$ cat src/rtl/answer_arbiter.sv
// Two-player answer arbiter for the factorization duel: grants the judgement slot
// to the first correct answer, locks out wrong answerers and keeps both players' HP.
module answer_arbiter #(
  parameter int ANS_W      = 8,
  parameter int HP_INIT    = 3,
  parameter int WRONG_HOLD = 2
) (
  input  logic             CLK,
  input  logic             RST_N,
  input  logic [3:0]       STATE_IN,
  input  logic             NEW_GAME,
  input  logic [ANS_W-1:0] KEY_A,
  input  logic [ANS_W-1:0] KEY_B,
  input  logic             P1_VALID,
  input  logic             P2_VALID,
  input  logic [ANS_W-1:0] P1_ANS,
  input  logic [ANS_W-1:0] P2_ANS,
  output logic [1:0]       JUDG_OUT,
  output logic             WRONG_OUT,
  output logic [1:0]       HP_OUT,
  output logic [2:0]       DBG_STATE,
  output logic [2:0]       DBG_HP1,
  output logic [2:0]       DBG_HP2
);

  // Handshake: P*_VALID is a one-cycle pulse with no back-pressure; the answer is
  // taken on that edge only if the arbiter is OPEN/WPULSE and the player is unlocked.

  typedef enum logic [2:0] {
    S_IDLE    = 3'd0,
    S_OPEN    = 3'd1,
    S_CHECK   = 3'd2,
    S_WPULSE  = 3'd3,
    S_DECIDED = 3'd4,
    S_OVER    = 3'd5
  } state_t;

  localparam logic [3:0] ST_READY    = 4'b0010;
  localparam logic [3:0] ST_QUESTION = 4'b0011;
  localparam logic [3:0] ST_INPUT    = 4'b0100;
  localparam logic [2:0] HP_RST      = 3'(HP_INIT);
  localparam int         CNT_W       = (WRONG_HOLD > 1) ? $clog2(WRONG_HOLD) : 1;
  localparam logic [CNT_W-1:0] CNT_LAST = CNT_W'(WRONG_HOLD - 1);

  state_t           state_q;
  logic [ANS_W-1:0] p1_ans_q, p2_ans_q;
  logic             p1_vld_q, p2_vld_q;
  logic             p1_lock_q, p2_lock_q;
  logic [2:0]       hp1_q, hp2_q;
  logic [CNT_W-1:0] cnt_q;

  logic       p1_ok, p2_ok, p1_bad, p2_bad;
  logic       p1_take, p2_take;
  logic       lock1_d, lock2_d;
  logic [2:0] hp1_d, hp2_d;

  always_comb begin
    p1_ok   = p1_vld_q && ((p1_ans_q == KEY_A) || (p1_ans_q == KEY_B));
    p2_ok   = p2_vld_q && ((p2_ans_q == KEY_A) || (p2_ans_q == KEY_B));
    p1_bad  = p1_vld_q && !p1_ok;
    p2_bad  = p2_vld_q && !p2_ok;
    p1_take = P1_VALID && !p1_lock_q;
    p2_take = P2_VALID && !p2_lock_q;
    lock1_d = p1_lock_q | p1_bad;
    lock2_d = p2_lock_q | p2_bad;
    hp1_d   = (hp1_q == 3'd0) ? 3'd0 : hp1_q - 3'd1;
    hp2_d   = (hp2_q == 3'd0) ? 3'd0 : hp2_q - 3'd1;
  end

  always_ff @(posedge CLK or negedge RST_N) begin
    if (!RST_N) begin
      state_q   <= S_IDLE;
      p1_ans_q  <= '0;
      p2_ans_q  <= '0;
      p1_vld_q  <= 1'b0;
      p2_vld_q  <= 1'b0;
      p1_lock_q <= 1'b0;
      p2_lock_q <= 1'b0;
      hp1_q     <= HP_RST;
      hp2_q     <= HP_RST;
      cnt_q     <= '0;
      JUDG_OUT  <= 2'b00;
      WRONG_OUT <= 1'b0;
      HP_OUT    <= 2'b00;
    end else if (NEW_GAME) begin
      state_q   <= S_IDLE;
      p1_ans_q  <= '0;
      p2_ans_q  <= '0;
      p1_vld_q  <= 1'b0;
      p2_vld_q  <= 1'b0;
      p1_lock_q <= 1'b0;
      p2_lock_q <= 1'b0;
      hp1_q     <= HP_RST;
      hp2_q     <= HP_RST;
      cnt_q     <= '0;
      JUDG_OUT  <= 2'b00;
      WRONG_OUT <= 1'b0;
      HP_OUT    <= 2'b00;
    end else begin
      case (state_q)
        S_IDLE: begin
          if (STATE_IN == ST_INPUT) state_q <= S_OPEN;
        end
        S_OPEN, S_WPULSE: begin
          if (STATE_IN != ST_INPUT) begin
            p1_vld_q  <= 1'b0;
            p2_vld_q  <= 1'b0;
            WRONG_OUT <= 1'b0;
            cnt_q     <= '0;
            state_q   <= S_IDLE;
          end else begin
            if (p1_take) begin
              p1_ans_q <= P1_ANS;
              p1_vld_q <= 1'b1;
            end
            if (p2_take) begin
              p2_ans_q <= P2_ANS;
              p2_vld_q <= 1'b1;
            end
            // Answers captured during the pulse wait in OPEN and go to CHECK from there.
            if (state_q == S_OPEN) begin
              if (p1_take || p2_take || p1_vld_q || p2_vld_q) state_q <= S_CHECK;
            end else if (cnt_q == CNT_LAST) begin
              WRONG_OUT <= 1'b0;
              cnt_q     <= '0;
              state_q   <= S_OPEN;
            end else begin
              cnt_q <= cnt_q + 1'b1;
            end
          end
        end
        S_CHECK: begin
          p1_vld_q <= 1'b0;
          p2_vld_q <= 1'b0;
          if (p1_ok && p2_ok) begin
            JUDG_OUT <= 2'b11;
            state_q  <= S_DECIDED;
          end else if (p1_ok) begin
            JUDG_OUT <= 2'b01;
            hp2_q    <= hp2_d;
            if (hp2_d == 3'd0) HP_OUT <= 2'b01;
            state_q  <= S_DECIDED;
          end else if (p2_ok) begin
            JUDG_OUT <= 2'b10;
            hp1_q    <= hp1_d;
            if (hp1_d == 3'd0) HP_OUT <= 2'b10;
            state_q  <= S_DECIDED;
          end else if (p1_bad || p2_bad) begin
            p1_lock_q <= lock1_d;
            p2_lock_q <= lock2_d;
            if (lock1_d && lock2_d) begin
              JUDG_OUT <= 2'b11;
              state_q  <= S_DECIDED;
            end else begin
              WRONG_OUT <= 1'b1;
              cnt_q     <= '0;
              state_q   <= S_WPULSE;
            end
          end else begin
            state_q <= S_OPEN;
          end
        end
        S_DECIDED: begin
          if (STATE_IN == ST_READY) begin
            JUDG_OUT  <= 2'b00;
            p1_lock_q <= 1'b0;
            p2_lock_q <= 1'b0;
            state_q   <= (HP_OUT != 2'b00) ? S_OVER : S_IDLE;
          end
        end
        S_OVER: begin
          if (STATE_IN == ST_READY) JUDG_OUT <= 2'b00;
        end
        default: state_q <= S_IDLE;
      endcase
      // A new question always frees both players, overriding any lock set above.
      if (STATE_IN == ST_QUESTION) begin
        p1_lock_q <= 1'b0;
        p2_lock_q <= 1'b0;
      end
    end
  end

  assign DBG_STATE = state_q;
  assign DBG_HP1   = hp1_q;
  assign DBG_HP2   = hp2_q;

endmodule

$ cat config.mk
export PLATFORM = sky130hd
export DESIGN_NAME = answer_arbiter
export DESIGN_NICKNAME = d
export VERILOG_FILES = /design/src/rtl/answer_arbiter.sv
export SDC_FILE = /design/constraint.sdc
export NUM_CORES = 1
export LEC_CHECK = 0
export BUFFER_PORTS_ARGS = -buffer_cell sky130_fd_sc_hd__buf_4
export CORE_MARGIN = 2
export CORE_UTILIZATION = 53
export DETAILED_ROUTE_END_ITERATION = 8
export GPL_TIMING_DRIVEN = 0
export PLACE_DENSITY_LB_ADDON = 0.3
export SETUP_SLACK_MARGIN = 0.15
export SKIP_LAST_GASP = 1
export SYNTH_ARGS = -nofsm -noshare
export SYNTH_HDL_FRONTEND = slang
export SYNTH_SLANG_ARGS = --single-unit
export TNS_END_PERCENT = 5
$ cat constraint.sdc
create_clock -name CLK -period 2.4 [get_ports CLK]
set_input_delay 0.48 -clock CLK [delete_from_list [all_inputs] [get_ports CLK]]
set_output_delay 0.48 -clock CLK [all_outputs]
set_load 0.02 [all_outputs]
==> flow_results.xml <==
<?xml version="1.0" encoding="UTF-8"?>
<metrics>
  <group name="die">
    <metric name="die_width" unit="um">67.0</metric>
    <metric name="rows" unit="">22</metric>
    <metric name="initial_core_util" unit="%">56.1</metric>
    <metric name="chipHeight" unit="um">67.0</metric>
    <metric name="pin_count" unit="">55</metric>
    <metric name="total_core_area" unit="mm^2">0.00374</metric>
    <metric name="fp.dieArea" unit="mm^2">0.00448</metric>
  </group>
  <group name="worst_setup_path">
    <metric name="regToRegStartpoint" unit="">p2_ans_q[5]</metric>
    <metric name="critPathKind" unit="">flip-flop to flip-flop</metric>
    <metric name="r2r_end" unit="">DBG_HP1[1]</metric>
    <metric name="endpoint_kind" unit="">flip-flop</metric>
    <metric name="r2r_setup_slack" unit="ns">0.22</metric>
    <metric name="cp_max_fo" unit="">8</metric>
    <metric name="timing.reg2reg.worst_path_depth" unit="">6</metric>
    <metric name="worst_ep_arrival_time" unit="ns">2.39</metric>
    <metric name="worst_ep_required_time" unit="ns">2.61</metric>
    <metric name="critical_path_start_type" unit="">flip-flop</metric>
  </group>
  <group name="route">
    <metric name="post-route-drc-count" unit="">0</metric>
    <metric name="drtIter0Drc" unit="">194</metric>
    <metric name="drt-pass1-iter-count" unit="">4</metric>
    <metric name="route.final.wire_length" unit="um">5520</metric>
    <metric name="post_drt_via_cell_ratio" unit="">5.79</metric>
    <metric name="vias" unit="">2019</metric>
    <metric name="ant_nets" unit="">0</metric>
    <metric name="wirelength_per_cell" unit="um">15.8</metric>
  </group>
  <group name="sta">
    <metric name="setup_repair_after_global_routing_missed_its_margin" unit="">true</metric>
    <metric name="max_freq" unit="MHz">459</metric>
    <metric name="maxSlewViolCount" unit="">0</metric>
    <metric name="setup_viol" unit="">0</metric>
    <metric name="totalNegativeSetupSlack" unit="ns">0</metric>
    <metric name="timing.final.crit_share" unit="%">90.7</metric>
    <metric name="hold_viol_final" unit="">0</metric>
    <metric name="actual_transition_at_the_worst_max_transition_pin" unit="ns">0.525</metric>
    <metric name="timing.slew.headroom" unit="%">65.0</metric>
    <metric name="finalClockSkew" unit="ns">0.00673</metric>
    <metric name="post-route-min-period" unit="ns">2.18</metric>
  </group>
  <group name="logic_synthesis">
    <metric name="proportion_of_register_bits_with_asynchronous_set_or_reset_after_synthesis" unit="%">100</metric>
    <metric name="ys_seq_elements" unit="">35</metric>
    <metric name="mappedNetlistNets" unit="">280</metric>
    <metric name="syn_area_per_cell" unit="um^2">8.79</metric>
    <metric name="synth.cell_area" unit="mm^2">0.00210</metric>
    <metric name="sequential_share_of_the_synthesized_area" unit="%">41.9</metric>
    <metric name="post_synth_num_cell_types" unit="">42</metric>
    <metric name="synth_flop_cell" unit="">dfrtp_1</metric>
    <metric name="synth-edff-count" unit="">0</metric>
    <metric name="synth_warnings" unit="">0</metric>
    <metric name="post_synth_inst_count" unit="">239</metric>
  </group>
  <group name="grt">
    <metric name="grt_use_met2" unit="%">49.0</metric>
    <metric name="grt_use_total" unit="%">27.6</metric>
    <metric name="grt_max_degree" unit="">36</metric>
    <metric name="first_pass_grt_wire_length" unit="um">9130</metric>
    <metric name="number_of_global_route_vias_before_repair" unit="">2003</metric>
    <metric name="met3_routing_resource_usage_after_global_routing" unit="%">5.24</metric>
    <metric name="remaining_global_route_overflow" unit="">0</metric>
    <metric name="use_met1" unit="%">33.4</metric>
    <metric name="grt_antenna_before_repair" unit="">0</metric>
    <metric name="global_route.peak_usage_layer" unit="">met2</metric>
  </group>
  <group name="cells_and_area">
    <metric name="area_of_combinational_cells_with_multiple_inputs" unit="mm^2">0.00117</metric>
    <metric name="finalInstanceArea" unit="mm^2">0.00267</metric>
    <metric name="layout_common_cells" unit="">buf_4 (54), nand2_1 (44), xnor2_1 (32), dfrtp_1 (31), o21ai_0 (22)</metric>
    <metric name="filler_cell_count" unit="">322</metric>
    <metric name="n_diodes" unit="">0</metric>
    <metric name="layout-area-overhead-vs-synth" unit="%">27.2</metric>
    <metric name="final_common_cell" unit="">buf_4</metric>
    <metric name="final-seq-area" unit="um^2">881</metric>
    <metric name="layout-drive-gt1-share" unit="%">22.9</metric>
    <metric name="layout.nets" unit="">341</metric>
  </group>
  <group name="clock_tree">
    <metric name="clk_latency" unit="ns">0.28</metric>
    <metric name="clock-root-buffer" unit="">clkbuf_8</metric>
    <metric name="h-tree-depth" unit="">2</metric>
    <metric name="cts.hold.buffers_added" unit="">0</metric>
    <metric name="clk_pin_slew_worst_paths" unit="ns">0.07</metric>
    <metric name="tritoncts" unit="">done</metric>
    <metric name="max-clock-path-buffers" unit="">2</metric>
    <metric name="cts_made_buffers" unit="">5</metric>
    <metric name="post-cts-setup-buffer-count" unit="">0</metric>
    <metric name="ctsResizeCount" unit="">0</metric>
    <metric name="numClockSinks" unit="">35</metric>
  </group>
  <group name="placement">
    <metric name="placement.io_buffers" unit="">54</metric>
    <metric name="detailed_place.area" unit="mm^2">0.00257</metric>
    <metric name="dp_hpwl" unit="um">4280</metric>
    <metric name="gp_routability_congestion" unit="">0.933</metric>
  </group>
  <group name="power_and_ir_drop">
    <metric name="worst_ir_drop_vdd" unit="mV">0.387</metric>
    <metric name="p_per_area" unit="mW/mm^2">518</metric>
    <metric name="leakage" unit="nW">1.14</metric>
  </group>
  <group name="hold_path">
    <metric name="worst_hold_path_type" unit="">input pin to async pin</metric>
  </group>
  <group name="run">
    <metric name="max_cap_violations" unit="">0</metric>
  </group>
  <group name="status">
    <metric name="result_of_the_run" unit="">finished, final reports clean</metric>
  </group>
</metrics>
[synth_stat cells (2+ instances only)]
master | count | area (um^2)
o21ai_0 | 22 | 110
nor2b_1 | 2 | 12.5
a2bb2oi_1 | 2 | 17.5
clkbuf_1 | 8 | 30.0
a31oi_1 | 2 | 12.5
nor2_1 | 12 | 45.0
nand2b_1 | 2 | 12.5
o221ai_1 | 2 | 17.5
and2_1 | 2 | 12.5
a21oi_1 | 10 | 50.1
nor3_1 | 7 | 35.0
nand4_1 | 10 | 62.6
or4b_1 | 2 | 20.0
o2111ai_1 | 2 | 17.5
o31ai_1 | 3 | 22.5
nand3_1 | 4 | 20.0
inv_1 | 5 | 18.8
nor4_1 | 3 | 18.8
dfstp_2 | 4 | 105
a211o_1 | 3 | 26.3
o211a_1 | 2 | 20.0
dfrtp_1 | 31 | 776
or3_1 | 4 | 25.0
nand2_1 | 44 | 165
xnor2_1 | 32 | 280
nor3b_1 | 2 | 15.0
o311a_1 | 2 | 20.0
[sequential cells by signal (all words and copies together) (netlist names), 2 cells and up]
name and count:
JUDG_OUT 2, DBG_HP1 3, p2_ans_q 8, DBG_STATE 3, DBG_HP2 3, HP_OUT 2
p1_ans_q 8
[per-layer routing]
| layer | vias up | part of all wire, % |
|---|---|---|
| li1 | 979 | - |
| met1 | 954 | 43 |
| met2 | 80 | 50 |
| met3 | 6 | 6.1 |
| met4 | 0 | 1.1 |
| met5 | - | 0 |
[through the flow]
step	total power (W)	worst slack, ns	std cells	utilization, %	hold WS (ns)
final	0.00138	0.223	349	71.4	0.142
after global routing	0.00145	0.0808	349	71.4	0.164
after CTS	0.00139	0.210	349	71.2	0.153
after detailed placement	0.000929	0.0387	341	68.5	0.456
after global placement	0.000918	0.102	341	68.5	0.455
after floorplan	0.000806	0.406	239	-	0.184
[worst max-delay path by stage]
stage	slack (ns)	startpoint	to
4_1_cts	0.21	p1_ans_q[2]	DBG_HP2[1]
5_1_grt	0.08	p2_ans_q[5]	DBG_HP1[1]
2_1_floorplan	0.41	KEY_A[1]	DBG_HP1[1]
3_3_place_gp	0.10	KEY_A[2]	DBG_HP2[1]
6_report	0.22	p2_ans_q[5]	DBG_HP1[1]
3_5_place_dp	0.04	KEY_A[2]	DBG_HP2[1]
[critical path: stages, from the launching register on]
cell     delay [ns]
dfrtp_1        0.45
xnor2_1        0.18
nand4_1        0.14
o22a_1         0.30
a211o_1        0.40
or4b_1         0.54
nand3_1        0.10
[logic make-up (layout without fill, tap and decap cells)]
logic type / count (synthesis) / after routing / synth area share [%]
compound gates: 60 / 60 / 18.6
xor+xnor: 32 / 32 / 13.3
buf+inv: 14 / 76 / 2.56
flops: 35 / 35 / 41.9
simple gates: 98 / 98 / 23.5
[final cells by class]
class | instances | area share, %
flip-flops and latches | 35 | 33.0
inverters | 5 | 0.702
multi-input cells | 190 | 43.9
plain buffers | 9 | 1.31
well taps | 48 | 2.25
clock buffers | 8 | 3.75
repair buffers | 54 | 15.2
[power breakdown]
part           internal [W]  switching [W]
clock              0.000262       0.000201
sequential         0.000617      0.0000366
combinational      0.000131       0.000138
total               0.00101       0.000376
No activity file was read; power rests on OpenSTA's default activity.
